### config.mk
export PLATFORM = sky130hd
export DESIGN_NAME = alu_seq
export DESIGN_NICKNAME = d
export VERILOG_FILES = /design/src/rtl/alu_seq.sv
export SDC_FILE = /design/constraint.sdc
export NUM_CORES = 1
export LEC_CHECK = 0
export BUFFER_PORTS_ARGS = -buffer_cell sky130_fd_sc_hd__buf_2
export CAP_MARGIN = 20
export CORE_MARGIN = 2
export CORE_UTILIZATION = 40
export CTS_BUF_LIST = sky130_fd_sc_hd__clkbuf_4
export CTS_CLUSTER_DIAMETER = 100
export DETAILED_ROUTE_END_ITERATION = 8
export PLACE_DENSITY_LB_ADDON = 0.15
export SYNTH_ARGS = -nofsm -noshare
export SYNTH_HDL_FRONTEND = slang
export SYNTH_SLANG_ARGS = --single-unit
### constraint.sdc
create_clock -name clk -period 4.3 [get_ports clk]
set_clock_uncertainty 0.2 [all_clocks]
set_input_delay 0.43 -clock clk [delete_from_list [all_inputs] [get_ports clk]]
set_output_delay 0.43 -clock clk [all_outputs]
set_load 0.05 [all_outputs]
### src/rtl/alu_seq.sv
// alu_seq: registered execute-stage ALU. It has an iterative shift-add
// multiplier and an internal N/Z/C/V status register.
//
// Ports:
//   clk         clock, rising edge
//   rst         asynchronous active-low reset
//   in_valid    operation presented
//   in_ready    block can accept (low while a multiply is in flight)
//   exe_cmd     4-bit operation code
//   input_a     operand A
//   input_b     operand B
//   s_en        update status register with this operation's flags
//   out_valid   one-cycle strobe per completed operation
//   result      registered result, held until the next completion
//   status_out  registered {N,Z,C,V}
//
// state  | meaning
// S_IDLE | nothing completing, ready for a command
// S_MUL  | shift-add multiply iterating, input stalled
// S_DONE | result/status hold a fresh completion, ready for a command
module alu_seq #(
  parameter int WIDTH = 32
) (
  input  logic             clk,
  input  logic             rst,
  input  logic             in_valid,
  output logic             in_ready,
  input  logic [3:0]       exe_cmd,
  input  logic [WIDTH-1:0] input_a,
  input  logic [WIDTH-1:0] input_b,
  input  logic             s_en,
  output logic             out_valid,
  output logic [WIDTH-1:0] result,
  output logic [3:0]       status_out
);

  localparam int CW = $clog2(WIDTH + 1);

  localparam logic [3:0] CMD_MOV = 4'b0001;
  localparam logic [3:0] CMD_MVN = 4'b1001;
  localparam logic [3:0] CMD_ADD = 4'b0010;
  localparam logic [3:0] CMD_ADC = 4'b0011;
  localparam logic [3:0] CMD_SUB = 4'b0100;
  localparam logic [3:0] CMD_SBC = 4'b0101;
  localparam logic [3:0] CMD_AND = 4'b0110;
  localparam logic [3:0] CMD_ORR = 4'b0111;
  localparam logic [3:0] CMD_EOR = 4'b1000;
  localparam logic [3:0] CMD_MUL = 4'b1010;

  typedef enum logic [1:0] {
    S_IDLE = 2'd0,
    S_MUL  = 2'd1,
    S_DONE = 2'd2
  } state_e;

  state_e           state_q, state_d;
  logic [WIDTH-1:0] mcand_q, mcand_d;
  logic [WIDTH-1:0] mplier_q, mplier_d;
  logic [WIDTH-1:0] acc_q, acc_d;
  logic [CW-1:0]    cnt_q, cnt_d;
  logic             s_en_q, s_en_d;
  logic [WIDTH-1:0] result_q, result_d;
  logic [3:0]       status_q, status_d;

  logic             accept;
  logic [WIDTH-1:0] b_op;
  logic             cin;
  logic             is_arith;
  logic             valid_cmd;
  logic [WIDTH:0]   sum;
  logic [WIDTH-1:0] alu_r;
  logic             alu_v;
  logic [WIDTH-1:0] acc_step;

  assign in_ready   = (state_q != S_MUL);
  assign out_valid  = (state_q == S_DONE);
  assign result     = result_q;
  assign status_out = status_q;
  assign accept     = in_valid && in_ready;

  // Single-cycle datapath. Subtraction reuses the adder as A + ~B + cin,
  // so C comes out as NOT-borrow.
  always_comb begin
    b_op      = input_b;
    cin       = 1'b0;
    is_arith  = 1'b0;
    valid_cmd = 1'b1;
    alu_r     = '0;
    sum       = '0;
    case (exe_cmd)
      CMD_MOV: alu_r = input_b;
      CMD_MVN: alu_r = ~input_b;
      CMD_ADD: is_arith = 1'b1;
      CMD_ADC: begin
        is_arith = 1'b1;
        cin      = status_q[1];
      end
      CMD_SUB: begin
        is_arith = 1'b1;
        b_op     = ~input_b;
        cin      = 1'b1;
      end
      CMD_SBC: begin
        is_arith = 1'b1;
        b_op     = ~input_b;
        cin      = status_q[1];
      end
      CMD_AND: alu_r = input_a & input_b;
      CMD_ORR: alu_r = input_a | input_b;
      CMD_EOR: alu_r = input_a ^ input_b;
      CMD_MUL: alu_r = '0;
      default: valid_cmd = 1'b0;
    endcase
    sum = {1'b0, input_a} + {1'b0, b_op} + {{WIDTH{1'b0}}, cin};
    if (is_arith) begin
      alu_r = sum[WIDTH-1:0];
    end
  end

  assign alu_v    = (input_a[WIDTH-1] == b_op[WIDTH-1]) &&
                    (alu_r[WIDTH-1] != input_a[WIDTH-1]);
  assign acc_step = acc_q + (mplier_q[0] ? mcand_q : '0);

  always_comb begin
    state_d  = state_q;
    mcand_d  = mcand_q;
    mplier_d = mplier_q;
    acc_d    = acc_q;
    cnt_d    = cnt_q;
    s_en_d   = s_en_q;
    result_d = result_q;
    status_d = status_q;
    case (state_q)
      S_IDLE, S_DONE: begin
        if (accept) begin
          if (exe_cmd == CMD_MUL) begin
            state_d  = S_MUL;
            mcand_d  = input_a;
            mplier_d = input_b;
            acc_d    = '0;
            cnt_d    = CW'(WIDTH);
            s_en_d   = s_en;
          end else begin
            state_d  = S_DONE;
            result_d = alu_r;
            if (s_en && valid_cmd) begin
              status_d[3] = alu_r[WIDTH-1];
              status_d[2] = (alu_r == '0);
              if (is_arith) begin
                status_d[1] = sum[WIDTH];
                status_d[0] = alu_v;
              end
            end
          end
        end else if (state_q == S_DONE) begin
          state_d = S_IDLE;
        end
      end
      S_MUL: begin
        acc_d    = acc_step;
        mcand_d  = mcand_q << 1;
        mplier_d = mplier_q >> 1;
        cnt_d    = cnt_q - CW'(1);
        // Flags come from the freshly summed accumulator, not acc_q.
        if (cnt_q == CW'(1)) begin
          state_d  = S_DONE;
          result_d = acc_step;
          if (s_en_q) begin
            status_d[3] = acc_step[WIDTH-1];
            status_d[2] = (acc_step == '0);
          end
        end
      end
      default: state_d = S_IDLE;
    endcase
  end

  always_ff @(posedge clk or negedge rst) begin
    if (!rst) begin
      state_q  <= S_IDLE;
      mcand_q  <= '0;
      mplier_q <= '0;
      acc_q    <= '0;
      cnt_q    <= '0;
      s_en_q   <= 1'b0;
      result_q <= '0;
      status_q <= 4'b0000;
    end else begin
      state_q  <= state_d;
      mcand_q  <= mcand_d;
      mplier_q <= mplier_d;
      acc_q    <= acc_d;
      cnt_q    <= cnt_d;
      s_en_q   <= s_en_d;
      result_q <= result_d;
      status_q <= status_d;
    end
  end

endmodule
==> metrics, run 1 <==
Leak 7.18 nW; status completed; Final Hold Viols 0; element type at the critical path end flop; Starting Density 0.409; All-Layer GR Usage 0.250; Worst slew margin 0.338; wire per inst 18.3 um; Congestion Overflow GR 0; Async SR Flop Fraction 1.00; main combinational cell family by area after synthesis compound AO/OA/AOI/OAI gates; CP top delay family simple AND/OR/NAND/NOR gates; Clock Path Buffers 2; first drt pass iteration count 5; Layout Utilization 0.487; minimum clock period 4.13 ns; die width 181 um; CP startpoint kind flop; post-route ant nets 0; vias in the first global route 11,674; Cells after Synth 1,620; setup violators final 0; IO Pins 110; DRC Markers 0; Setup TNS 0 ns; Max Cap Violations 0; Final Non-Filler Cells 2,220; clock root cell clkbuf_4; slew at the pin with the worst max-slew slack 0.992 ns; top cell type's share of synthesized area 0.280; sequential area share after synthesis 0.280; Fmax 0.242 GHz; top cells by area, synth dfrtp_1 28%, ha_1 13%, a21oi_1 6.5%, nand2_1 5.8%, o21ai_0 5.8%; PortBufs 109; CTS tree done; worst hold slack 0.0538 ns; Final Max Slew Viols 0; CTS H-tree lvls 4; Crit Path Max Fanout 4; Nets 2,013; Post-Syn Area 12,600 um^2; clk_lat worst skew 0.63 ns; Die Ht 181 um; syn nets 1,823; initial antenna violation count 1; placed cell count 2,181; TritonCTS Sinks 141; total routed wirelength 40,700 um; cells along the critical path and2_1, ha_1, fa_2, a21o_1, nand4_1, a31oi_4, a2111oi_4, buf_4, o21bai_1, xnor2_1, buf_4, nand4_1, or4_4, nor4_4, nand4_1, o211ai_2; post-synth cell types 83; fin area 15,000 um^2; row count 64; multiplexer share of the synthesized area 0.0139; Hold Crit Class primary input to flop; CP max stage cell or4_4; layout cells sized above 1 0.195; Compound-Gate Fraction of Synth Area 0.263; FF+latch count, synth 141; Post-Synth Adder-Cell Area 0.132; xor and xnor area share after synthesis 0.0585; first-pass GRT wire length 64,800 um; syn_area_per_cell 7.77 um^2; area leader, netlist dfrtp_1; DP Wirelength 31,700 um; number of flops mapped to enable cells by yosys 0; Via density 5.52; vias 12,247; Post-Synth Simple-Gate Area 0.195; Post-synth top flop dfrtp_1; Post-DP Area 14,600 um^2; cts bufs inserted 17; DRT iter0 DRCs 962; Die ar. 32,900 um^2; synthesis-to-layout area growth 19.0%; GPL Wtd Cong 0.932; Worst IR Drop VDD 0.161 mV; Crit path required time 4.66 ns; Crit path top cell by count nand4_1; slowest stage delay, CP 0.52 ns; PwrDens 433 nW/um^2; YS warnings 0; Tcrit/Tclk final 0.961; largest net degree at the start of global routing 91; worst path arrival time 4.49 ns; CP Class flop to flop; Reg clk slew, reported paths 0.15 ns; RSZ-0062 raised after global routing no; core footprint 30,700 um^2; Buf+Inv Stages, Crit Path 2
synth_stat cells, types with 18 or more instances:
master / instances
a21o_1: 35
a21oi_1: 164
and2_1: 35
clkbuf_1: 81
dfrtp_1: 141
ha_1: 128
inv_1: 90
nand2_1: 196
nand3_1: 32
nand4_1: 18
nor2_1: 162
o211ai_1: 28
o21ai_0: 147
xnor2_1: 63
xor2_1: 21
registers in the layout (all words and copies together), names as in the netlist:
name        count
acc_q          32
cnt_q           6
mcand_q        32
mplier_q       32
result         32
s_en_q          1
state_q         2
status_out      4
cell usage in the layout (no fill, tap or decap), types with 4 or more instances in the layout:
cell type,instances
nand2_1,196
a21oi_1,163
nor2_1,160
buf_4,152
o21ai_0,146
dfrtp_1,141
ha_1,127
buf_2,108
inv_1,87
xnor2_1,62
and2_1,35
a21o_1,35
nand3_1,31
o211ai_1,28
xor2_1,20
nand4_1,18
clkbuf_4,17
a22oi_1,16
o21a_1,13
mux2i_1,13
a31oi_1,13
nor3_1,12
a211oi_1,11
a221oi_1,10
o21bai_1,10
nor2b_1,9
and3_1,9
or3_1,8
o22ai_1,7
nand2b_1,6
or2_2,6
a2111oi_0,6
o31ai_1,5
nor4_1,5
inv_6,5
dlygate4sd3_1,5
and4_1,4
o2bb2ai_1,4
mux2_2,4
final timing paths:
check | from | to | slack, ns | depth (start not counted)
max | mplier_q[0] | status_out[2] | 0.17 | 16
min | input_a[28] | mcand_q[28] | 0.05 | 5
max reg2reg | mplier_q[0] | status_out[2] | 0.17 | 16
min reg2reg | result[13] | result[13] | 0.29 | 2
max in group asynchronous | rst | mplier_q[31] | 2.77 | 3
min in group asynchronous | rst | mplier_q[1] | 0.15 | 2
worst min-delay path, stage by stage:
cell and delay (ns):
buf_2 0.12, inv_1 0.08, nor2_1 0.05, a21oi_1 0.10, o21ai_0 0.07
what timing repair did:
item / in CTS / in global routing
setup buffers: 0 / 1
setup endpoints to repair: 1 / 3
hold endpoints to repair: 74 / 0
resized for setup: 2 / 15
hold buffers: 5 / 0
gates cloned: 0 / 0
pin swaps: 0 / 6
cell type report:
cell class	count	area, um^2
repair buffers	269	1800
fillers	3192	15800
clock buffers	17	128
clock inverters	15	138
well taps	396	495
inverters	90	338
multi-input cells	1291	8540
flip-flops and latches	141	3530
diodes	1	2.50
power breakdown:
part	internal, mW	switching [mW]	total, mW
logic	1.43	2.03	3.46
registers	1.80	0.320	2.12
clock network	0.296	0.614	0.909
total	3.53	2.96	6.49
metal layers:
| layer | global-route usage | vias to the layer above | wire length (um) |
|---|---|---|---|
| met4 | 0.0670 | 0 | 682 |
| met1 | 0.381 | 5793 | 20900 |
| met2 | 0.370 | 296 | 17200 |
| met3 | 0.0297 | 40 | 1910 |
| met5 | 0 | - | 0 |
| li1 | - | 6118 | - |
logic make-up (layout without fill, tap and decap cells):
kind of cell / after synthesis / count (layout)
simple gates: 532 / 532
compound gates: 527 / 527
buf+inv: 188 / 391
flops: 141 / 141
fa+ha+maj: 131 / 131
xor+xnor: 84 / 84
mux: 17 / 17
other cells: 0 / 1
per-stage QoR:
stage          power [mW]  setup WS [ns]
6_report             6.49          0.166
3_3_place_gp         5.45         -0.243
2_1_floorplan        4.35         -0.219
5_1_grt              6.99         0.0309
3_5_place_dp         5.51         -0.344
4_1_cts              6.45         0.0243
(Power assumes the default switching activity.)
==> run 2: changes to the inputs <==
--- a/config.mk
+++ b/config.mk
@@ -8,7 +8,7 @@
 export BUFFER_PORTS_ARGS = -buffer_cell sky130_fd_sc_hd__buf_2
 export CAP_MARGIN = 20
 export CORE_MARGIN = 2
-export CORE_UTILIZATION = 40
+export CORE_UTILIZATION = 45
 export CTS_BUF_LIST = sky130_fd_sc_hd__clkbuf_4
 export CTS_CLUSTER_DIAMETER = 100
 export DETAILED_ROUTE_END_ITERATION = 8
==> constraint.sdc (replaced) <==
create_clock -name clk -period 3.59 [get_ports clk]
set_clock_uncertainty 0.2 [all_clocks]
set_input_delay 0.359 -clock clk [delete_from_list [all_inputs] [get_ports clk]]
set_output_delay 0.359 -clock clk [all_outputs]
set_load 0.05 [all_outputs]
==> metrics, run 2 (same netlist as run 1, synthesis figures left out) <==
Buf+Inv Stages, Crit Path 1; PwrDens 528 nW/um^2; slowest stage delay, CP 0.51 ns; worst hold slack 0.0191 ns; Layout Utilization 0.608; wire per inst 17.3 um; final worst slack -0.471 ns; TritonCTS Sinks 141; total routed wirelength 41,300 um; WHS Path Cells 4; Setup TNS -1.28 ns; core footprint 27,600 um^2; PortBufs 109; Die ar. 29,300 um^2; vias 13,123; Fmax 0.246 GHz; first-pass GRT wire length 65,400 um; Leak 8.17 nW; Worst Reg-to-Reg Cells 15; commonest non-fill, non-tap cell in the layout buf_4; cts bufs inserted 17; minimum clock period 4.06 ns; clock root cell clkbuf_4; Reg clk slew, reported paths 0.12 ns; RSZ-0062 raised after global routing yes; post-route ant nets 0; CP startpoint kind flop; GPL Wtd Cong 0.976; DP Wirelength 31,900 um; Congestion Overflow GR 0; IO Pins 110; Worst slew margin 0.382; row count 61; Die Ht 171 um; Post-DP Area 15,800 um^2; slew at the pin with the worst max-slew slack 0.927 ns; Setup WS pre-CTS -0.857 ns; fillcell total 2,566; Worst IR Drop VDD 0.255 mV; Via density 5.50; commonest non-fill, non-tap cells in the layout 323 x buf_4, 194 x nand2_1, 155 x nor2_1; Final Hold Viols 0; largest net degree at the start of global routing 108; Tcrit/Tclk final 1.13; CP top delay family simple AND/OR/NAND/NOR gates; CP Class flop to flop; element type at the critical path end flop; CTS H-tree lvls 4; status finished with violations; Clock Path Buffers 2; first drt pass iteration count 5; cells along the critical path and2_4, ha_4, fa_2, a21o_1, nand4_1, a31oi_4, a2111oi_4, buf_4, o21bai_2, xnor2_2, nand4_1, or4_4, nor4_4, nand4_1, o211ai_2; worst path arrival time 4.37 ns; Critical Path Stages 15; Crit path top cell by count nand4_1; Hold Crit Class primary input to flop; All-Layer GR Usage 0.283; layout cells sized above 1 0.296; DRT iter0 DRCs 1,077; Crit Path Max Fanout 5; Max Cap Violations 0; die width 171 um; Final Max Slew Viols 0; CTS tree done; vias in the first global route 12,505; Multi-input gate area 8950 um^2; failing checks negative setup slack; DRC Markers 0; Starting Density 0.455; clk_lat worst skew 0.60 ns; fin area 16,800 um^2; synthesis-to-layout area growth 33.6%; Crit path required time 3.90 ns; initial antenna violation count 1; CP max stage cell or4_4; setup violators final 7; Reg area 3530 um^2; Nets 2,195
==> run 2: power breakdown <==
| part | internal [mW] | switching (mW) |
|---|---|---|
| clock | 0.420 | 0.685 |
| combinational | 2.46 | 2.78 |
| sequential | 2.16 | 0.379 |
| total | 5.04 | 3.84 |
==> run 2: layout make-up <==
class                   instances  area share
diodes                          1    0.000149
clock buffers                  18     0.00804
clock inverters                14     0.00849
inverters                      90      0.0201
multi-input cells            1291       0.533
flip-flops and latches        141       0.210
well taps                     378      0.0281
repair buffers                451       0.192
==> run 2: metrics by stage <==
step                      total power, mW  std cells
final                                8.88       2384
after global routing                 9.53       2384
after CTS                            8.53       2372
after detailed placement             7.20       2327
after global placement               7.10       2327
after floorplan                      5.22       1620
==> run 2: worst register-to-register path: cells and delay by family, from the launching register on <==
family / cells / cell delay (ns)
adders and majority gates: 2 / 0.49
buffers and inverters: 1 / 0.18
xor gates and xnor gates: 1 / 0.22
DFF: 1 / 0.46
AOI/OAI and AO/OA: 5 / 0.99
and+or+nand+nor: 6 / 1.45
==> run 2: path summary, 6_finish.rpt <==
check,start,to,slack (ns)
max,mplier_q[0],status_out[2],-0.47
min,input_a[0],mcand_q[0],0.02
max reg2reg,mplier_q[0],status_out[2],-0.47
min reg2reg,result[13],result[13],0.28
max in group asynchronous,rst,state_q[1],2.23
min in group asynchronous,rst,result[2],0.12
==> run 2: timing repair <==
item / CTS / global route
cloned: 0 / 1
hold buffers: 5 / 0
pin swaps: 34 / 57
setup endpoints to repair: 21 / 26
endpoints found under the hold margin: 66 / 0
setup buffers: 8 / 13
gates resized for setup: 37 / 69
==> run 2: per-layer routing <==
metal,wire length [um],vias up,global-route usage
met4,763,0,0.0696
li1,-,6479,-
met2,18000,373,0.433
met3,2250,58,0.0352
met5,0,-,0
met1,20300,6213,0.423
